$ cat src/rtl/pipeline_pkg.sv
// Shared pipeline definitions: PC geometry, reset address and the redirect controller state type.
package pipeline_pkg;

  localparam int PC_W = 32;
  localparam logic [PC_W-1:0] PC_INC = 32'd1;
  localparam logic [PC_W-1:0] RESET_PC_DEFAULT = 32'h0000_0000;

  typedef enum logic [1:0] {
    BOOT = 2'd0,
    RUN  = 2'd1,
    HOLD = 2'd2
  } redirect_state_t;

endpackage

$ cat src/rtl/pc_redirect_ctrl_if.sv
// Fetch/redirect bus between EX branch logic, hazard unit, IF stage and the PC controller.
// Handshake: imem_ready=1 means IF accepts the address on pc this cycle; pc only counts as a
// request while fetch_valid=1, and the controller never changes pc while a request waits for imem_ready.
interface pc_redirect_ctrl_if;
  import pipeline_pkg::*;

  logic            stall;
  logic            imem_ready;
  logic            ex_valid;
  logic            ex_jump;
  logic [PC_W-1:0] ex_next;
  logic [PC_W-1:0] pc;
  logic            fetch_valid;
  logic            flush;
  logic            redirect_pending;
  redirect_state_t state;

  modport master (
    input  stall, imem_ready, ex_valid, ex_jump, ex_next,
    output pc, fetch_valid, flush, redirect_pending, state
  );

  modport slave (
    output stall, imem_ready, ex_valid, ex_jump, ex_next,
    input  pc, fetch_valid, flush, redirect_pending, state
  );

endinterface

$ cat src/rtl/pc_redirect_ctrl_perf_ctr.sv
// 32-bit saturating event counter with enable, cleared by the asynchronous reset.
module redirect_perf_ctr (
  input  logic        clk,
  input  logic        rst_n,
  input  logic        en,
  output logic [31:0] count
);

  always_ff @(posedge clk or negedge rst_n) begin
    if (!rst_n) begin
      count <= 32'd0;
    end else if (en && (count != 32'hFFFF_FFFF)) begin
      count <= count + 32'd1;
    end
  end

endmodule

$ cat src/rtl/pc_redirect_ctrl.sv
// Fetch-PC sequencer with EX-resolved redirects, flush generation and a pending target held while imem is busy.
// Optional performance counters are built only when REDIRECT_PERF_EN is defined.
module pc_redirect_ctrl
  import pipeline_pkg::*;
#(
  parameter logic [PC_W-1:0] RESET_PC = RESET_PC_DEFAULT
) (
  input  logic clk,
  input  logic rst_n,
  pc_redirect_ctrl_if.master bus
`ifdef REDIRECT_PERF_EN
  , output logic [31:0] perf_redirects
  , output logic [31:0] perf_bubbles
`endif
);

  redirect_state_t state_q, state_d;
  logic [PC_W-1:0] pc_q, pc_d;
  logic [PC_W-1:0] pend_q, pend_d;
  logic            redirect;
  logic            fetch_valid_c;
  logic            flush_c;
  logic            pending_c;

  assign redirect = bus.ex_valid & bus.ex_jump;

  always_ff @(posedge clk or negedge rst_n) begin
    if (!rst_n) begin
      state_q <= BOOT;
      pc_q    <= RESET_PC;
      pend_q  <= '0;
    end else begin
      state_q <= state_d;
      pc_q    <= pc_d;
      pend_q  <= pend_d;
    end
  end

  always_comb begin
    state_d       = state_q;
    pc_d          = pc_q;
    pend_d        = pend_q;
    fetch_valid_c = 1'b0;
    flush_c       = 1'b0;
    pending_c     = 1'b0;
    unique case (state_q)
      BOOT: begin
        state_d = RUN;
      end
      RUN: begin
        fetch_valid_c = 1'b1;
        // A redirect wins over stall: the stalled younger instructions are on the wrong path.
        if (redirect) begin
          flush_c = 1'b1;
          if (bus.imem_ready) begin
            pc_d = bus.ex_next;
          end else begin
            pend_d  = bus.ex_next;
            state_d = HOLD;
          end
        end else if (bus.imem_ready && !bus.stall) begin
          pc_d = pc_q + PC_INC;
        end
      end
      HOLD: begin
        // The old request is still outstanding, so pc stays put and its return is flushed.
        fetch_valid_c = 1'b1;
        flush_c       = 1'b1;
        pending_c     = 1'b1;
        if (redirect) begin
          pend_d = bus.ex_next;
        end
        if (bus.imem_ready) begin
          pc_d    = redirect ? bus.ex_next : pend_q;
          state_d = RUN;
        end
      end
      default: begin
        state_d = BOOT;
      end
    endcase
  end

  assign bus.pc               = pc_q;
  assign bus.fetch_valid      = fetch_valid_c;
  assign bus.flush            = flush_c;
  assign bus.redirect_pending = pending_c;
  assign bus.state            = state_q;

`ifdef REDIRECT_PERF_EN
  logic redirect_ev;
  logic bubble_ev;

  // A bubble is any cycle not delivering a useful new fetch: boot, flushed, or PC held in RUN.
  assign redirect_ev = redirect && (state_q != BOOT);
  assign bubble_ev   = !fetch_valid_c || flush_c ||
                       ((state_q == RUN) && !(bus.imem_ready && !bus.stall));

  redirect_perf_ctr u_redirect_ctr (
    .clk   (clk),
    .rst_n (rst_n),
    .en    (redirect_ev),
    .count (perf_redirects)
  );

  redirect_perf_ctr u_bubble_ctr (
    .clk   (clk),
    .rst_n (rst_n),
    .en    (bubble_ev),
    .count (perf_bubbles)
  );
`endif

endmodule
$ cat src/flat_wrapper.sv
// flat-port wrapper written by rule: the top's interface ports become plain ports
module pc_redirect_ctrl_flat import pipeline_pkg::*;
#(
  parameter logic [PC_W-1:0] RESET_PC = RESET_PC_DEFAULT
)
  (clk, rst_n, bus_stall, bus_imem_ready, bus_ex_valid, bus_ex_jump, bus_ex_next, bus_pc, bus_fetch_valid, bus_flush, bus_redirect_pending, bus_state);
  pc_redirect_ctrl_if bus_i ();
  input  logic clk;
  input  logic rst_n;
  input wire logic [$bits(bus_i.stall)-1:0] bus_stall;
  input wire logic [$bits(bus_i.imem_ready)-1:0] bus_imem_ready;
  input wire logic [$bits(bus_i.ex_valid)-1:0] bus_ex_valid;
  input wire logic [$bits(bus_i.ex_jump)-1:0] bus_ex_jump;
  input wire logic [$bits(bus_i.ex_next)-1:0] bus_ex_next;
  output wire logic [$bits(bus_i.pc)-1:0] bus_pc;
  output wire logic [$bits(bus_i.fetch_valid)-1:0] bus_fetch_valid;
  output wire logic [$bits(bus_i.flush)-1:0] bus_flush;
  output wire logic [$bits(bus_i.redirect_pending)-1:0] bus_redirect_pending;
  output wire logic [$bits(bus_i.state)-1:0] bus_state;
  assign bus_i.stall = bus_stall;
  assign bus_i.imem_ready = bus_imem_ready;
  assign bus_i.ex_valid = bus_ex_valid;
  assign bus_i.ex_jump = bus_ex_jump;
  assign bus_i.ex_next = bus_ex_next;
  assign bus_pc = bus_i.pc;
  assign bus_fetch_valid = bus_i.fetch_valid;
  assign bus_flush = bus_i.flush;
  assign bus_redirect_pending = bus_i.redirect_pending;
  assign bus_state = bus_i.state;
  pc_redirect_ctrl #(.RESET_PC(RESET_PC)) u_core (.clk(clk), .rst_n(rst_n), .bus(bus_i));
endmodule
$ cat config.mk
export PLATFORM = sky130hd
export DESIGN_NAME = pc_redirect_ctrl_flat
export DESIGN_NICKNAME = d
export VERILOG_FILES = /design/src/rtl/pipeline_pkg.sv /design/src/rtl/pc_redirect_ctrl_if.sv /design/src/rtl/pc_redirect_ctrl_perf_ctr.sv /design/src/rtl/pc_redirect_ctrl.sv /design/src/flat_wrapper.sv
export SDC_FILE = /design/constraint.sdc
export NUM_CORES = 1
export LEC_CHECK = 0
export CORE_ASPECT_RATIO = 1.2
export CORE_MARGIN = 5
export CORE_UTILIZATION = 52
export DETAILED_ROUTE_END_ITERATION = 6
export PLACE_DENSITY = 0.87
export RECOVER_POWER = 25
export SKIP_CTS_REPAIR_TIMING = 1
export SYNTH_ARGS = -nofsm -noshare
export SYNTH_HDL_FRONTEND = slang
export SYNTH_SLANG_ARGS = --single-unit
export TNS_END_PERCENT = 20
$ cat constraint.sdc
create_clock -name clk -period 2.8 [get_ports clk]
set_input_delay 0.56 -clock clk [delete_from_list [all_inputs] [get_ports clk]]
set_output_delay 0.56 -clock clk [all_outputs]
set_load 0.005 [all_outputs]
======== Yosys cells after proc, flatten, opt, wreduce, memory -nomap -nowiden ========
Index checks and enable logic that the tools add are counted.
cells by class
  add/sub/neg operators ................... 1
  multiply operators ...................... 0
  div/mod/pow operators ................... 0
  magnitude comparators ................... 0
  equality and inequality tests ........... 7
  shifts and indexed selects .............. 0
  mux-type cells .......................... 17
  bitwise operators ....................... 1
  reduce and logical (&&, ||, !) cells .... 8
operator list
  kind                     number
  $mux W32                 7
  $pmux W32 S2             2
  $add A32 B1 Y32 const B  1
  $mux W2                  3
  $pmux W2 S3              1
  $reduce_and A3 Y1        2
  $ne A2 B2 Y1 const B     2
  $reduce_and A4 Y1        1
  $mux W1                  3
  $ne A3 B1 Y1 const B     1
  $ne A3 B3 Y1 const B     1
  $eq A2 B1 Y1 const B     1
  $eq A2 B2 Y1 const B     1
  $logic_not A2 Y1         1
  $ne A2 B1 Y1 const B     1
  $pmux W1 S2              1
  $reduce_bool A2 Y1       1
  $reduce_or A2 Y1         1
  $and A1 B1 Y1            1
  $logic_and A1 B1 Y1      1
  $logic_not A1 Y1         1
word-level totals
  bits in registers ....................... 66
  latch bits .............................. 0
  RAM bits ................................ 0
  ROM bits ................................ 0
  bits of input ports ..................... 38
  word-level logic and storage cells ...... 37
  memories ................................ 0

======== Logic depth before layout (Yosys ltp) ========
Gate-level depths: netlist (run 1).
  word-level depth ........................ 5
  mapped depth ............................ 9
  mapped depth without buffers ............ 7

======== Least setup slack after synthesis (run 1) ========
Ideal clock, no wire load.
  path kind ............................... flip-flop to flip-flop
  start ................................... register u_core.pc_q[0] (netlist: u_core.bus.pc[0])
  end ..................................... register u_core.pc_q[26] (netlist: u_core.bus.pc[26])
  arrival time ............................ 1.902 ns
  slack ................................... 0.767 ns
  cell stages (with the launch flop) ...... 7
  period minus slack after synthesis ...... 2.033 ns
  path through ............................ dfrtp_1 ha_1 nand4_4 or4_4 nor4_1 o21ai_0 o2bb2ai_1
between the ends
  cells in the longest elaborated chain, start to end .. 4
ends and longest elaborated chain
  element                   line                    text
  start: declaration        pc_redirect_ctrl.sv:18  logic [PC_W-1:0] pc_q, pc_d;
  start signal: assignment  pc_redirect_ctrl.sv:34  pc_q <= pc_d;
  $add A32 B1 Y32           pc_redirect_ctrl.sv:62  pc_d = pc_q + PC_INC;
  $mux W32                  pc_redirect_ctrl.sv:61  end else if (bus.imem_ready && !bus.stall) begin
  $mux W32                  pc_redirect_ctrl.sv:53  if (redirect) begin
  $pmux W32 S2              pc_redirect_ctrl.sv:46  unique case (state_q)
Every way passes these cells. The select of a mux whose other input is x is not followed.
A chain may end at the register's enable or synchronous reset.

======== Final worst setup path (run 1) ========
  start ................................... register u_core.state_q[0] (netlist: u_core.bus.state[0])
  end ..................................... output bus_flush
between the ends
  cells in the longest elaborated chain, start to end .. 2
ends and longest elaborated chain
  element                                              line                    text
  start: declaration                                   pc_redirect_ctrl.sv:17  redirect_state_t state_q, state_d;
  start signal: assignment                             pc_redirect_ctrl.sv:33  state_q <= state_d;
  $eq A2 B2 Y1 / $eq A2 B1 Y1 (equally long branches)  pc_redirect_ctrl.sv:46
  $pmux W1 S2 (*)                                      pc_redirect_ctrl.sv:46
  end: declaration                                     flat_wrapper.sv:17      output wire logic [$bits(bus_i.flush)-1:0] bus_flush;
Every way passes the cells marked *; elsewhere a longest branch is shown, timed or not.

==> Flow_metrics.wiki, run 1 <==
{| class="wikitable"
! Metric !! Value
|-
| Post-Synthesis Cell Area || 0.003855 mm^2
|-
| Vias after detailed routing || 3,711
|-
| Post-detailed-route count of antenna-violating nets || 0
|-
| Wire length per cell || 18.44 um
|-
| Number of flops mapped to enable cells by yosys || 0
|-
| Mean post-synth cell area || 9.222 um^2
|-
| Vias per cell || 6.365
|-
| Result of the run || completed
|-
| Yosys reg bits || 66
|-
| Total of warnings raised by yosys || 0
|-
| Top-area cell type share of the netlist area || 42.84%
|-
| Clock Tree Buf Depth || 2
|-
| VDD IR-drop max || 0.6067 mV
|-
| First-pass iteration count of the detailed router || 5
|-
| Type of origin of the critical path || flip-flop
|-
| Final critical path time including I/O delays and setup || 2563 ps
|-
| Type of the worst setup path || reg -> out
|-
| Share of layout cells above drive strength 1 || 15.62%
|-
| Largest clock skew in the final design || 9.860 ps
|-
| Total power divided by cell area || 1074 mW/mm^2
|-
| Total Die Area || 0.009243 mm^2
|-
| Die W || 88.60 um
|-
| Number of placed instances with taps included || 567
|-
| Number of distinct library cells after synthesis || 58
|-
| Setup-failing EPs final || 0
|-
| Clock buffers created by TritonCTS || 9
|-
| Maximum number of pins on one net before global-route repair || 44
|-
| Worst-path maximum fanout || 7
|-
| Share of the clock period used by the worst path after layout || 91.54%
|-
| Global-route total usage across every layer || 23.98%
|-
| Clk Tree Root Cell || sky130_fd_sc_hd__clkbuf_8
|-
| Path class of the lowest-slack min-delay path || in -> async
|-
| Area of all placed cells without fillers || 0.004876 mm^2
|-
| Highest attainable clock frequency || 0.3902 GHz
|-
| Clock latency on the worst-skew pair || 350 ps
|-
| Leading cell types by total area after synthesis || sky130_fd_sc_hd__dfrtp_1 43%, sky130_fd_sc_hd__mux2_2 9.3%, sky130_fd_sc_hd__a21oi_1 4.9%, sky130_fd_sc_hd__nand2_1 4.7%, sky130_fd_sc_hd__o21ai_0 4.5%
|-
| Via count of the first global-routing pass || 3,718
|-
| Wire length of the first global-routing pass || 17,550 um
|-
| Final Hold Violating Endpoints || 0
|-
| Total count of max-transition violations in the final report || 0
|-
| Gate count of the mapped netlist || 418
|-
| RePlAce Congestion || 0.8660
|-
| Synth Net Count || 460
|-
| CTS H-Tree Depth || 3
|-
| RSZ-0062 raised after global routing || no
|-
| Utilization after layout || 67.42%
|-
| CTS tree || built
|-
| Starting utilization of the core area || 53.30%
|-
| Initial antenna violation count || 0
|-
| Max-cap violation count || 0
|-
| Asr flop ratio synth || 100.0%
|-
| Non-filler instance count after layout || 583
|-
| Tightest slew margin relative to the limit || 13.35%
|-
| Final layout net count || 530
|-
| Total Neg Setup Slack || 0 ps
|-
| Number of standard-cell rows in the floorplan || 34
|-
| Remaining global-route overflow || 0
|-
| Nature of the critical path endpoint || primary output
|-
| Routed WL || 10,750 um
|-
| Required time reported for the critical path endpoint || 2240 ps
|-
| Cell taking the most area after synthesis || sky130_fd_sc_hd__dfrtp_1
|-
| Core outline area || 0.007232 mm^2
|-
| Clk sink count || 66
|-
| Ports || 75
|-
| Initial detailed-routing violation count || 217
|-
| Post-synthesis sequential area ratio || 42.84%
|-
| Setup crit start || u_core.bus.state[0]$_DFFE_PN0P_
|-
| Worst-Margin Slew || 1300 ps
|-
| Number of antenna diodes || 0
|-
| Placed instance area || 0.004721 mm^2
|-
| Reg2Reg Launch Point || u_core.bus.state[0]$_DFFE_PN0P_
|-
| Worst Path Arrival || 2000 ps
|-
| Top flip-flop cell by instance count after synthesis || sky130_fd_sc_hd__dfrtp_1
|-
| DRC Markers || 0
|-
| IO Port Bufs || 74
|-
| Clock input transition at the sequential cells of the worst setup and hold paths || 70 ps
|-
| Area overhead of the layout relative to synthesis || 26.49%
|-
| Sum of net half-perimeters after detailed placement || 7432 um
|-
| Die height || 104.3 um
|-
| Leak Pwr || 0.001945 uW
|}
stage by stage:
step | power [uW] | hold slack (ps) | worst slack, ps
2_1_floorplan | 3406 | 264.4 | 767.3
4_1_cts | 5239 | 208.9 | 247.6
6_report | 5235 | 479.4 | 237.0
3_3_place_gp | 4373 | 480.1 | 293.6
3_5_place_dp | 4510 | 488.3 | 275.2
5_1_grt | 5571 | 513.8 | 107.2
report_power, final:
part,leakage [uW],total [uW],internal (uW),switching (uW)
registers,0.000791,1950,1430,519
clock network,0.0000851,715,341,374
logic,0.00107,2570,1360,1210
cells in the mapped netlist (all sizes together) (2+ instances only):
cell type  number
and3            8
nor4            5
and4            2
nor2           29
mux2           32
o221ai          2
nand2          48
o21ai          37
nand2b          2
nor3            9
a21oi          38
clkbuf         24
o311a           3
o31a            3
nand4           8
dfrtp          66
or3             7
or4             2
xor2            2
a22o            2
o2bb2ai         5
nand3          22
buf             6
a31oi           9
a41oi           2
a21o            2
o211ai          8
xnor2           2
inv             8
a221o           2
a221oi          2
ha              4
per-layer routing:
metal / wire, um / GRT usage, % / part of all wire (%)
met1: 4132 / 29.06 / 38
met2: 5452 / 38.88 / 51
met4: 417 / 14.15 / 3.9
met3: 748 / 4.279 / 7.0
met5: 0 / 0 / 0
final cells by class:
| cell class | instances | area (um^2) |
|---|---|---|
| clock buffers | 11 | 141.4 |
| clock inverters | 5 | 30.03 |
| fillers | 584 | 2356 |
| inverters | 8 | 30.03 |
| multi-input cells | 314 | 2053 |
| flip-flops and latches | 66 | 1652 |
| well taps | 90 | 112.6 |
| repair buffers | 89 | 857.1 |
flip-flops by register name, indices dropped and copies added, names as in the netlist:
signal and count:
u_core.bus.state 2, u_core.pend_q 32, u_core.bus.pc 32
worst paths after layout:
check                                                 to  slack, ps  depth (start not counted)
max                                            bus_flush        240                          4
max reg2reg                 u_core.bus.pc[9]$_DFFE_PN0P_        460                          9
min                         u_core.pend_q[3]$_DFFE_PN0P_        480                          1
max in group asynchronous  u_core.bus.pc[24]$_DFFE_PN0P_        590                          2
min reg2reg                u_core.pend_q[16]$_DFFE_PN0P_        500                          1
min in group clk           u_core.pend_q[16]$_DFFE_PN0P_        500                          1
cells in the final DEF (no fill, tap or decap), types with 3 or more instances in the layout:
cell                              Yosys  layout
sky130_fd_sc_hd__a21oi_1             38      38
sky130_fd_sc_hd__buf_4                1      13
sky130_fd_sc_hd__o31a_1               3       3
sky130_fd_sc_hd__o211ai_1             8       8
sky130_fd_sc_hd__nor3_1               8       8
sky130_fd_sc_hd__and3_1               8       8
sky130_fd_sc_hd__ha_1                 4       4
sky130_fd_sc_hd__inv_1                8       8
sky130_fd_sc_hd__dfrtp_1             66      66
sky130_fd_sc_hd__nand4_1              5       5
sky130_fd_sc_hd__nor4_1               3       3
sky130_fd_sc_hd__a31oi_1              9       9
sky130_fd_sc_hd__clkbuf_8             0      10
sky130_fd_sc_hd__o2bb2ai_1            5       5
sky130_fd_sc_hd__nor2_1              29      29
sky130_fd_sc_hd__mux2_2              32      32
sky130_fd_sc_hd__clkinv_2             0       3
sky130_fd_sc_hd__or3_1                7       7
sky130_fd_sc_hd__nand3_1             21      21
sky130_fd_sc_hd__clkdlybuf4s50_1      0      73
sky130_fd_sc_hd__nand2_1             48      48
sky130_fd_sc_hd__o21ai_0             35      35
sky130_fd_sc_hd__o311a_1              3       3
worst max-delay path: stages, from the launching register on:
cell and delay (ps):
sky130_fd_sc_hd__dfrtp_1 420, sky130_fd_sc_hd__inv_1 90, sky130_fd_sc_hd__ha_1 460, sky130_fd_sc_hd__nor2b_1 180, sky130_fd_sc_hd__clkdlybuf4s50_1 510
kinds of logic (layout without fill, tap and decap cells):
kind of cell / after synthesis / after routing / synth area share (%)
mux: 33 / 33 / 9.607
xor+xnor: 4 / 4 / 0.9090
compound gates: 128 / 128 / 21.10
buf+inv: 38 / 113 / 4.154
flops: 66 / 66 / 42.84
simple gates: 145 / 145 / 20.09
fa+ha+maj: 4 / 4 / 1.298
No activity file was read; power rests on OpenSTA's default activity.
==> run 2: changes to the inputs <==
- SLEW_MARGIN: not set -> 20
==> results of run 2 <==
No change in the layout: final DEF, timing and power equal those of run 1.
